<file path="config.mk">
export PLATFORM = sky130hd
export DESIGN_NAME = mult_div_unit
export DESIGN_NICKNAME = d
export VERILOG_FILES = /design/src/rtl/mdu_pkg.sv /design/src/rtl/mdu_iter_step.sv /design/src/rtl/mult_div_unit.sv
export SDC_FILE = /design/constraint.sdc
export NUM_CORES = 1
export LEC_CHECK = 0
export CORE_MARGIN = 5
export CORE_UTILIZATION = 25
export CTS_CLUSTER_SIZE = 16
export DETAILED_ROUTE_END_ITERATION = 10
export PLACE_DENSITY = 0.4
export RECOVER_POWER = 25
export SLEW_MARGIN = 20
export SYNTH_ARGS = -nofsm -noshare
export SYNTH_HDL_FRONTEND = slang
export SYNTH_SLANG_ARGS = --single-unit
</file>
<file path="constraint.sdc">
create_clock -name clk -period 3.3 [get_ports clk]
set_clock_uncertainty 0.05 [all_clocks]
set_input_delay 0.66 -clock clk [delete_from_list [all_inputs] [get_ports clk]]
set_output_delay 0.66 -clock clk [all_outputs]
set_load 0.01 [all_outputs]
</file>
<file path="src/rtl/mdu_pkg.sv">
// Shared definitions for the HI/LO multiply/divide unit: operation encodings,
// FSM state encoding, default sizing and small op-decode helpers.
package mdu_pkg;

    // Default operand width; HI and LO are each this wide.
    localparam int MDU_WIDTH = 32;
    // Default iteration-counter width; 2**MDU_CNT_W must exceed MDU_WIDTH.
    localparam int MDU_CNT_W = 6;

    typedef enum logic [1:0] {
        OP_MULT  = 2'b00,
        OP_MULTU = 2'b01,
        OP_DIV   = 2'b10,
        OP_DIVU  = 2'b11
    } mdu_op_e;

    typedef enum logic [1:0] {
        IDLE = 2'd0,
        RUN  = 2'd1,
        FIX  = 2'd2
    } mdu_state_e;

    // Bit 1 of the op code separates divides from multiplies.
    function automatic logic op_is_div(input logic [1:0] op);
        return op[1];
    endfunction

    // Bit 0 clear marks the signed variants (MULT, DIV).
    function automatic logic op_is_signed(input logic [1:0] op);
        return ~op[0];
    endfunction

endpackage

</file>
<file path="src/rtl/mdu_iter_step.sv">
// One iteration of the multiply/divide datapath, purely combinational.
//   Multiply: radix-2 shift-add. acc = {partial product, remaining multiplier};
//             add the multiplicand into the upper half when the multiplier LSB
//             is set, then shift the whole accumulator right by one.
//   Divide:   restoring shift-subtract. acc = {partial remainder, dividend/quotient};
//             shift left by one, trial-subtract the divisor from the upper half
//             and shift the resulting quotient bit in at the bottom.
module mdu_iter_step
    import mdu_pkg::*;
#(
    parameter int WIDTH = MDU_WIDTH
) (
    input  logic                 is_div_i,
    input  logic [2*WIDTH-1:0]   acc_i,
    input  logic [WIDTH-1:0]     opnd_i,
    output logic [2*WIDTH-1:0]   acc_o
);

    logic [WIDTH:0] add_sum;
    logic [WIDTH:0] trial;
    logic [WIDTH:0] diff;

    // Compute both candidate next accumulators and select by operation class.
    always_comb begin
        // NOTE: every variable written here gets a value before any branch, so no latch is inferred.
        acc_o   = acc_i;
        add_sum = {1'b0, acc_i[2*WIDTH-1:WIDTH]} + (acc_i[0] ? {1'b0, opnd_i} : {(WIDTH+1){1'b0}});
        trial   = {acc_i[2*WIDTH-1:WIDTH], acc_i[WIDTH-1]};
        diff    = trial - {1'b0, opnd_i};

        if (is_div_i) begin
            if (!diff[WIDTH]) begin
                // Trial remainder covers the divisor: keep the difference, quotient bit 1.
                acc_o = {diff[WIDTH-1:0], acc_i[WIDTH-2:0], 1'b1};
            end else begin
                // Borrow: restore the shifted remainder, quotient bit 0.
                acc_o = {trial[WIDTH-1:0], acc_i[WIDTH-2:0], 1'b0};
            end
        end else begin
            acc_o = {add_sum, acc_i[WIDTH-1:1]};
        end
    end

endmodule

</file>
<file path="src/rtl/mult_div_unit.sv">
// Iterative HI/LO multiply/divide unit (MULT, MULTU, DIV, DIVU, MTHI, MTLO).
// Operations work on operand magnitudes; signs are recorded at launch and
// applied in the FIX state. Results land in HI/LO WIDTH+1 cycles after the
// accepting edge, together with a one-cycle done pulse.
// Optional build macro MDU_FAST_MULT_EN: multiplies are computed in a single
// cycle with a wide combinational multiplier and skip the RUN state; divides
// are unaffected. Without the macro only the iterative datapath exists.
module mult_div_unit
    import mdu_pkg::*;
#(
    parameter int WIDTH = MDU_WIDTH,
    parameter int CNT_W = MDU_CNT_W
) (
    input  logic             clk,
    input  logic             reset,
    input  logic             start,
    input  logic [1:0]       op,
    input  logic [WIDTH-1:0] rs_data,
    input  logic [WIDTH-1:0] rt_data,
    input  logic             mthi,
    input  logic             mtlo,
    output logic [WIDTH-1:0] hi,
    output logic [WIDTH-1:0] lo,
    output logic             busy,
    output logic             done
);

    localparam logic [CNT_W-1:0] LAST_ITER = CNT_W'(WIDTH - 1);

    mdu_state_e           state_q;
    logic [CNT_W-1:0]     cnt_q;
    logic [2*WIDTH-1:0]   acc_q;
    logic [WIDTH-1:0]     opnd_q;
    logic                 is_div_q;
    logic                 neg_lo_q;      // negate product / quotient
    logic                 neg_hi_q;      // negate remainder
    logic                 div_zero_q;
    logic [WIDTH-1:0]     raw_a_q;       // untouched dividend for divide-by-zero
    logic [WIDTH-1:0]     hi_q;
    logic [WIDTH-1:0]     lo_q;
    logic                 busy_q;
    logic                 done_q;

    logic                 a_neg_d;
    logic                 b_neg_d;
    logic [WIDTH-1:0]     abs_a_d;
    logic [WIDTH-1:0]     abs_b_d;
    logic [2*WIDTH-1:0]   acc_step_d;
    logic [WIDTH-1:0]     hi_res_d;
    logic [WIDTH-1:0]     lo_res_d;
`ifdef MDU_FAST_MULT_EN
    logic [2*WIDTH-1:0]   fast_prod_d;
`endif

    assign hi   = hi_q;
    assign lo   = lo_q;
    assign busy = busy_q;
    assign done = done_q;

    // Launch-time operand conditioning: magnitudes for signed ops, raw values otherwise.
    always_comb begin
        a_neg_d = op_is_signed(op) & rs_data[WIDTH-1];
        b_neg_d = op_is_signed(op) & rt_data[WIDTH-1];
        abs_a_d = a_neg_d ? -rs_data : rs_data;
        abs_b_d = b_neg_d ? -rt_data : rt_data;
    end

`ifdef MDU_FAST_MULT_EN
    // Single-cycle magnitude product used only by the fast multiply path.
    always_comb begin
        fast_prod_d = {{WIDTH{1'b0}}, abs_a_d} * {{WIDTH{1'b0}}, abs_b_d};
    end
`endif

    mdu_iter_step #(
        .WIDTH    (WIDTH)
    ) u_step (
        .is_div_i (is_div_q),
        .acc_i    (acc_q),
        .opnd_i   (opnd_q),
        .acc_o    (acc_step_d)
    );

    // Sign correction and divide-by-zero override of the finished accumulator.
    always_comb begin
        hi_res_d = acc_q[2*WIDTH-1:WIDTH];
        lo_res_d = acc_q[WIDTH-1:0];
        if (is_div_q) begin
            if (div_zero_q) begin
                hi_res_d = raw_a_q;
                lo_res_d = '1;
            end else begin
                hi_res_d = neg_hi_q ? -acc_q[2*WIDTH-1:WIDTH] : acc_q[2*WIDTH-1:WIDTH];
                lo_res_d = neg_lo_q ? -acc_q[WIDTH-1:0]       : acc_q[WIDTH-1:0];
            end
        end else if (neg_lo_q) begin
            {hi_res_d, lo_res_d} = -acc_q;
        end
    end

    // Control FSM with counter, datapath registers and architectural HI/LO.
    always_ff @(posedge clk or negedge reset) begin
        if (!reset) begin
            // NOTE: datapath registers are cleared as well as control, so an aborted operation leaves nothing behind.
            state_q    <= IDLE;
            cnt_q      <= '0;
            acc_q      <= '0;
            opnd_q     <= '0;
            is_div_q   <= 1'b0;
            neg_lo_q   <= 1'b0;
            neg_hi_q   <= 1'b0;
            div_zero_q <= 1'b0;
            raw_a_q    <= '0;
            hi_q       <= '0;
            lo_q       <= '0;
            busy_q     <= 1'b0;
            done_q     <= 1'b0;
        end else begin
            // NOTE: non-blocking assignments so every register samples pre-edge values.
            done_q <= 1'b0;
            case (state_q)
                IDLE: begin
                    if (start) begin
                        is_div_q   <= op_is_div(op);
                        neg_lo_q   <= a_neg_d ^ b_neg_d;
                        neg_hi_q   <= a_neg_d;
                        div_zero_q <= op_is_div(op) && (rt_data == '0);
                        raw_a_q    <= rs_data;
                        opnd_q     <= abs_b_d;
                        cnt_q      <= '0;
                        busy_q     <= 1'b1;
`ifdef MDU_FAST_MULT_EN
                        if (!op_is_div(op)) begin
                            acc_q   <= fast_prod_d;
                            state_q <= FIX;
                        end else begin
                            acc_q   <= {{WIDTH{1'b0}}, abs_a_d};
                            state_q <= RUN;
                        end
`else
                        acc_q   <= {{WIDTH{1'b0}}, abs_a_d};
                        state_q <= RUN;
`endif
                    end else begin
                        if (mthi) begin
                            hi_q <= rs_data;
                        end
                        if (mtlo) begin
                            lo_q <= rs_data;
                        end
                    end
                end
                RUN: begin
                    acc_q <= acc_step_d;
                    cnt_q <= cnt_q + 1'b1;
                    if (cnt_q == LAST_ITER) begin
                        state_q <= FIX;
                    end
                end
                FIX: begin
                    hi_q    <= hi_res_d;
                    lo_q    <= lo_res_d;
                    done_q  <= 1'b1;
                    busy_q  <= 1'b0;
                    state_q <= IDLE;
                end
                default: begin
                    state_q <= IDLE;
                    busy_q  <= 1'b0;
                end
            endcase
        end
    end

endmodule
</file>
==> run_results.csv, run 1 <==
group,metric,value,unit
status,status,"completed",
synthesis,seq_area_frac_synth,31.9,%
synthesis,synth-edff-count,0,
clock_network,cts_root_buf,"clkbuf_16",
timing,rsz0062_at_grt,"yes",
cells_and_area,final_nets,2513,
synthesis,synthSimpleGateAreaFrac,19.0,%
power,p_switching,8780,µW
synthesis,synth_xor_area_share,10.1,%
grt,track_usage,16.8,%
timing,maxSlewViolCount,0,
synthesis,synth.avg_cell_area,7.79,µm²
timing,worst_pin_slew,1.33,ns
placed_design,dp_hpwl,46800,µm
placed_design,dp_cells,3183,
critical_path,critPathKind,"reg2reg",
routing,routed_via_density,4.91,
synthesis,synthesis.nets,2218,
grt,grt_pass1_wl,95000,µm
synthesis,synth_compound_area_share,24.0,%
floorplanning,die_height,264,µm
routing,vias,15900,
power,p_per_area,933,mW/mm²
grt,globalRouteOverflowTotal,0,
timing,slew_headroom,11.5,%
power,ir_worst_vdd,0.421,mV
power,p_leak,0.00921,µW
clock_network,clk_pin_slew_worst_paths,0.06,ns
synthesis,ys_ff_latch,206,
critical_path,cp.arrival,3.64,ns
routing,first_pass_iters,5,
synthesis,muxShareOfSynthArea,4.39,%
power,p_total,20100,µW
synthesis,synthArstFlopShare,100,%
cells_and_area,drive_above_1_share,17.0,%
placed_design,place_congestion,0.877,
floorplanning,die_area,0.0699,mm²
clock_network,cts_tree,"yes",
timing,max_clock_freq,305,MHz
cells_and_area,syn_to_final_growth,33.0,%
job,cap_violations,0,
power,internal_power,11300,µW
critical_path,end_kind,"register",
grt,grt_pass1_vias,15900,
grt,grt_max_degree,69,
timing,finalCritPeriodShare,99.3,%
synthesis,ys.warnings.count,0,
routing,antenna_left,0,
clock_network,htree_levels,1,
floorplanning,die_w,264,µm
cells_and_area,diodes,0,
power,swShare,43.7,%
min_path,worstHoldPathType,"reg2reg",
power,clockPowerShare,15.5,%
routing,drt_iter0_drc,1105,
clock_network,clk_latency,0.57,ns
power,seqPwrFrac,21.4,%
timing,hold_viol_final,0,
routing,routedWlPerCell,18.8,µm
synthesis,synthAdderAreaFrac,5.58,%
power,p_comb_share,63.0,%
critical_path,cp_max_fo,8,
floorplanning,placeableCoreArea,0.0642,mm²
clock_network,cts_buffer_depth,3,
synthesis,synth_top_family_by_area,"compound AO/OA/AOI/OAI gates",
floorplanning,start_util,25.2,%
clock_network,cts_made_buffers,29,
critical_path,crit_path_start_kind,"register",
critical_path,worstPathRequired,3.67,ns
cells_and_area,layout.cells.non_filler,3247,
synthesis,syn-cell-area,0.0162,mm²
timing,setup_violations,0,
timing,fin_crit,3.28,ns
synthesis,synth_ff_type,"dfrtp_1",
grt,antenna_found_initial,0,
routing,drc_errors,0,
floorplanning,io_pins,137,
floorplanning,fp-row-count,93,
placed_design,port_buffers,136,
routing,drt_wl_total,61100,µm
clock_network,clock_sinks,206,
synthesis,syn_inst,2076,
synthesis,synthDistinctLibCells,71,
-- through the flow --
step	hold slack [ns]	area [µm²]	utilization, %	TNS (ns)	worst slack, ns
6_report	0.418	21500	33.5	0	0.0217
5_1_grt	0.434	21500	33.5	-1.16	-0.0887
4_1_cts	0.428	21200	33.1	-0.180	-0.0496
3_5_place_dp	0.408	20200	31.4	-8.13	-0.417
3_3_place_gp	0.406	20200	31.4	-7.43	-0.487
2_1_floorplan	0.314	16200	-	-0.0112	-0.0112
-- layout by cell type (no fill, tap or decap), types with 24 or more instances in the layout --
master	Yosys	final
nand2_1	362	361
buf_4	0	260
o21ai_0	265	241
dfrtp_1	206	199
clkdlybuf4s50_1	0	135
xnor2_1	132	131
nor2_1	127	125
a21oi_1	120	114
mux2i_1	71	70
ha_1	69	64
inv_1	65	61
xor2_1	55	53
o22ai_1	45	45
a21o_1	34	34
o21ai_1	14	33
clkbuf_16	0	30
nand3_1	26	26
a22oi_1	24	24
-- cells in the mapped netlist (3+ instances only) --
cell | instances | share of area (%)
ha_1 | 69 | 5.3
o31ai_1 | 22 | 1.0
nor2_1 | 127 | 2.9
a31oi_1 | 17 | 0.66
a21oi_1 | 120 | 3.7
o21ai_0 | 265 | 8.2
or4_4 | 4 | 0.28
xnor2_1 | 132 | 7.1
o21ai_1 | 14 | 0.43
o41ai_1 | 9 | 0.49
nand3_1 | 26 | 0.80
or3_4 | 3 | 0.21
o221ai_1 | 6 | 0.32
buf_1 | 11 | 0.26
a221oi_1 | 6 | 0.32
mux2i_1 | 71 | 4.4
a221o_1 | 6 | 0.37
a21o_1 | 34 | 1.6
o311ai_0 | 3 | 0.16
or4_1 | 8 | 0.37
a211oi_1 | 10 | 0.46
a22oi_1 | 24 | 1.1
nor3b_1 | 5 | 0.23
nand2_1 | 362 | 8.4
clkbuf_1 | 133 | 3.1
nand3b_1 | 3 | 0.14
nor3_1 | 24 | 0.74
o22ai_1 | 45 | 1.7
o211ai_1 | 17 | 0.79
o31a_1 | 6 | 0.32
o21bai_1 | 4 | 0.19
xor2_1 | 55 | 3.0
inv_1 | 65 | 1.5
dfrtp_1 | 206 | 32
and2_1 | 5 | 0.19
nor2b_1 | 14 | 0.54
or3_1 | 23 | 0.89
o21a_1 | 7 | 0.32
nand2b_1 | 22 | 0.85
and3_1 | 13 | 0.50
nand4_1 | 12 | 0.46
buf_2 | 4 | 0.12
or2_2 | 7 | 0.27
nor4_1 | 17 | 0.66
-- cell families (layout without fill, tap and decap cells) --
family	Yosys count	after routing
and+or+nand+nor	684	684
AOI/OAI and AO/OA	643	643
buffers and inverters	214	530
DFF	206	206
xor gates and xnor gates	187	187
adders and majority gates	71	71
muxes	71	71
-- worst max-delay path: stages (launching register included) --
cell and delay (ns):
dfrtp_2 0.44, clkinv_4 0.12, ha_4 0.14, or3b_4 0.37, or4_4 0.44, or4_4 0.44, or3_4 0.44, buf_12 0.17
o21ai_1 0.16, xnor2_1 0.08, o21ai_0 0.19, a21oi_1 0.09
-- area by class of cell --
type                       count  area, µm²
tap                          855       1070
sequential                   206       5170
timing repair buffer         413       3560
clock inverter                13        119
fill                        6863      42700
inverter                      65        253
clock buffer                  39        823
multi-input combinational   1656      10500
-- power groups by stage --
stage	combinational, µW	clock (µW)	sequential, µW
finish	12700	3120	4300
global route	14000	3310	4440
floorplan	7230	0	4190
global placement	11900	0	4310
CTS	12100	3230	4300
detailed placement	11900	0	4330
-- timing repair --
action | in CTS | in global routing
gates resized for setup | 24 | 67
hold buffers | 1 | 0
endpoints found under the hold margin | 40 | 0
cloned | 0 | 1
pin swaps | 7 | 28
setup endpoints to repair | 45 | 53
setup buffers | 1 | 9
-- path summary, 6_finish.rpt --
kind	start	end	slack [ns]	cells after the start
worst max-delay path	acc_q[0]	hi[4]	0.02	11
worst min-delay path	raw_a_q[23]	raw_a_q[23]	0.42	2
worst max register to register	acc_q[0]	hi[4]	0.02	11
worst min register to register	raw_a_q[23]	raw_a_q[23]	0.42	2
max in group asynchronous	reset	opnd_q[12]	0.41	4
min in group asynchronous	reset	acc_q[6]	0.89	2
-- flip-flops by register name, indices dropped and copies added (netlist names) --
register,cells
acc_q,64
busy,1
cnt_q,6
div_zero_q,1
done,1
hi,32
is_div_q,1
lo,32
neg_hi_q,1
neg_lo_q,1
opnd_q,32
raw_a_q,32
state_q,2
-- layer usage --
metal  GRT usage (%)  vias to the layer above  wire, µm
li1                -                     7930         -
met1            24.1                     7587     29700
met2            27.4                      351     27500
met3            2.16                       71      2750
met4            3.17                        0      1080
met5               0                        -         0
No activity file was read; power rests on OpenSTA's default activity.
==> inputs of run 2 (changes only) <==
--- a/config.mk
+++ b/config.mk
@@ -5,11 +5,13 @@
 export SDC_FILE = /design/constraint.sdc
 export NUM_CORES = 1
 export LEC_CHECK = 0
+export ABC_CLOCK_PERIOD_IN_PS = 3300
 export CORE_MARGIN = 5
 export CORE_UTILIZATION = 25
+export CTS_CLUSTER_DIAMETER = 40
 export CTS_CLUSTER_SIZE = 16
 export DETAILED_ROUTE_END_ITERATION = 10
-export PLACE_DENSITY = 0.4
+export PLACE_DENSITY_LB_ADDON = 0.3
 export RECOVER_POWER = 25
 export SLEW_MARGIN = 20
 export SYNTH_ARGS = -nofsm -noshare
==> run_results.csv, run 2 (synthesis results as in run 1) <==
group,metric,value,unit
clock_network,cts_buffer_depth,3,
placed_design,dpl_cell_area,0.0201,mm²
timing,hold_viol_final,0,
critical_path,crit_path_top_delay_cell,"or4_4",
placed_design,dp_hpwl,45100,µm
timing,fin_setup_tns,0,ns
timing,setup_violations,0,
cells_and_area,multiInputGateArea,0.0107,mm²
cells_and_area,largest_register_ffs,64,
routing,drt_iter0_drc,1087,
job,cap_violations,1,
clock_network,clock_sinks,206,
critical_path,critPathKind,"reg2reg",
critical_path,worstPathRequired,3.73,ns
timing,setup_ws,0.00473,ns
power,ir_worst_vdd,0.391,mV
critical_path,end_kind,"register",
routing,drt_wl_total,59000,µm
floorplanning,placeableCoreArea,0.0642,mm²
status,violations,"max-capacitance violations, max-slew violations",
critical_path,cp_max_fo,7,
timing,maxSlewViolCount,67,
timing,worst_pin_slew,1.87,ns
timing,rsz0062_at_grt,"yes",
placed_design,dp_slack,-0.387,ns
placed_design,place_congestion,0.890,
cells_and_area,final_nets,2523,
placed_design,port_buffers,136,
power,p_per_area,981,mW/mm²
min_path,worstHoldPathType,"reg2reg",
timing,fin_crit,3.30,ns
routing,drc_errors,0,
grt,track_usage,16.0,%
cells_and_area,regArea,0.00516,mm²
clock_network,htree_levels,2,
cells_and_area,final_cell_mix,"nand2_1, buf_4, o21ai_0",
clock_network,cts_tree,"yes",
cells_and_area,largest-register,"acc_q",
cells_and_area,fin_area,0.0223,mm²
cells_and_area,drive_above_1_share,19.4,%
cells_and_area,final_util,34.7,%
critical_path,path_cells,"or4_4 > or4_4 > or4_4 > or3_4 > buf_12 > o41ai_4 > xnor2_1 > o21ai_1 > a21oi_1",
clock_network,cts_made_buffers,43,
routing,routedWlPerCell,18.0,µm
status,status,"finished, violations left",
grt,globalRouteOverflowTotal,0,
clock_network,clk_pin_slew_worst_paths,0.05,ns
floorplanning,start_util,25.2,%
timing,finalCritPeriodShare,99.9,%
timing,slew_headroom,-24.4,%
routing,routed_via_density,5.00,
cells_and_area,fillCellCount,6683,
grt,antenna_found_initial,0,
power,p_leak,0.00951,µW
critical_path,crit_top_cell,"or4_4",
cells_and_area,syn_to_final_growth,38.0,%
routing,vias,16400,
clock_network,cts_root_buf,"clkbuf_16",
floorplanning,io_pins,137,
critical_path,crit_path_start_kind,"register",
critical_path,critical_path.max_stage_delay,0.58,ns
cells_and_area,layout_commonest_cell,"nand2_1",
timing,max_clock_freq,303,MHz
routing,antenna_left,0,
routing,first_pass_iters,6,
critical_path,cp.arrival,3.73,ns
grt,grt_pass1_vias,16000,
floorplanning,die_area,0.0699,mm²
floorplanning,die_w,264,µm
grt,grt_max_degree,67,
clock_network,clk_latency,0.56,ns
grt,grt_pass1_wl,91500,µm
floorplanning,die_height,264,µm
floorplanning,fp-row-count,93,
timing,hold_slack,0.420,ns
run 2: cell count changes in the layout (fill, tap and decap cells not counted), moves of 5 or more:
cell | before | now
o21ai_2 | 4 | 9
bufinv_16 | 1 | 7
clkbuf_16 | 30 | 45
nor2_2 | 2 | 8
nor2_1 | 125 | 115
a21oi_2 | 7 | 14
ha_4 | 3 | 9
o21ai_0 | 241 | 233
buf_4 | 260 | 253
a21oi_1 | 114 | 106
run 2: worst max-delay path, delay by kind of cell (launching register included):
| kind | cells | cell delay (ns) |
|---|---|---|
| AO/OA/AOI/OAI | 3 | 0.45 |
| XOR/XNOR | 1 | 0.16 |
| buffers and inverters | 1 | 0.18 |
| flip-flops | 1 | 0.37 |
| AND/OR/NAND/NOR | 4 | 2.00 |
run 2: what timing repair did:
action                     in CTS  in global routing
pin swaps                      11                 55
gates cloned                    0                  1
gates resized for setup        32                114
setup endpoints to repair      45                 54
buffers inserted                5                 15
hold buffers                    0                  0
run 2: layout make-up:
type                       count  share of cell area (%)
antenna                        1                  0.0112
timing repair buffer         409                    16.0
multi-input combinational   1656                    48.1
clock buffer                  53                    5.26
sequential                   206                    23.1
tap                          855                    4.79
inverter                      65                    1.12
clock inverter                24                    1.55
run 2: final timing paths:
kind                                   from          end  slack, ns  cells past startpoint
worst max-delay path               acc_q[4]        hi[8]      0.005                      9
worst min-delay path            raw_a_q[23]  raw_a_q[23]       0.42                      2
worst max register to register     acc_q[4]        hi[8]      0.005                      9
worst min register to register  raw_a_q[23]  raw_a_q[23]       0.42                      2
max in group asynchronous             reset    acc_q[62]       0.43                      2
min in group asynchronous             reset     acc_q[7]       0.53                      1
run 2: layer usage:
| metal | GRT usage (%) | part of all wire, % | up-vias |
|---|---|---|---|
| li1 | - | - | 7988 |
| met1 | 22.9 | 47 | 7813 |
| met2 | 25.8 | 45 | 476 |
| met3 | 2.47 | 5.5 | 75 |
| met4 | 3.52 | 1.9 | 0 |
| met5 | 0 | 0 | - |
run 2: where the power goes:
group | switching [µW] | internal [µW]
sequential | 924 | 3420
clock | 1510 | 3080
combinational | 6740 | 6200
run 2: metrics by stage:
step / instances / power [µW]
after global routing: 3268 / 23400
final: 3269 / 21900
after CTS: 3252 / 21000
after detailed placement: 3170 / 16100
after floorplan: 2076 / 11400
after global placement: 3170 / 15900
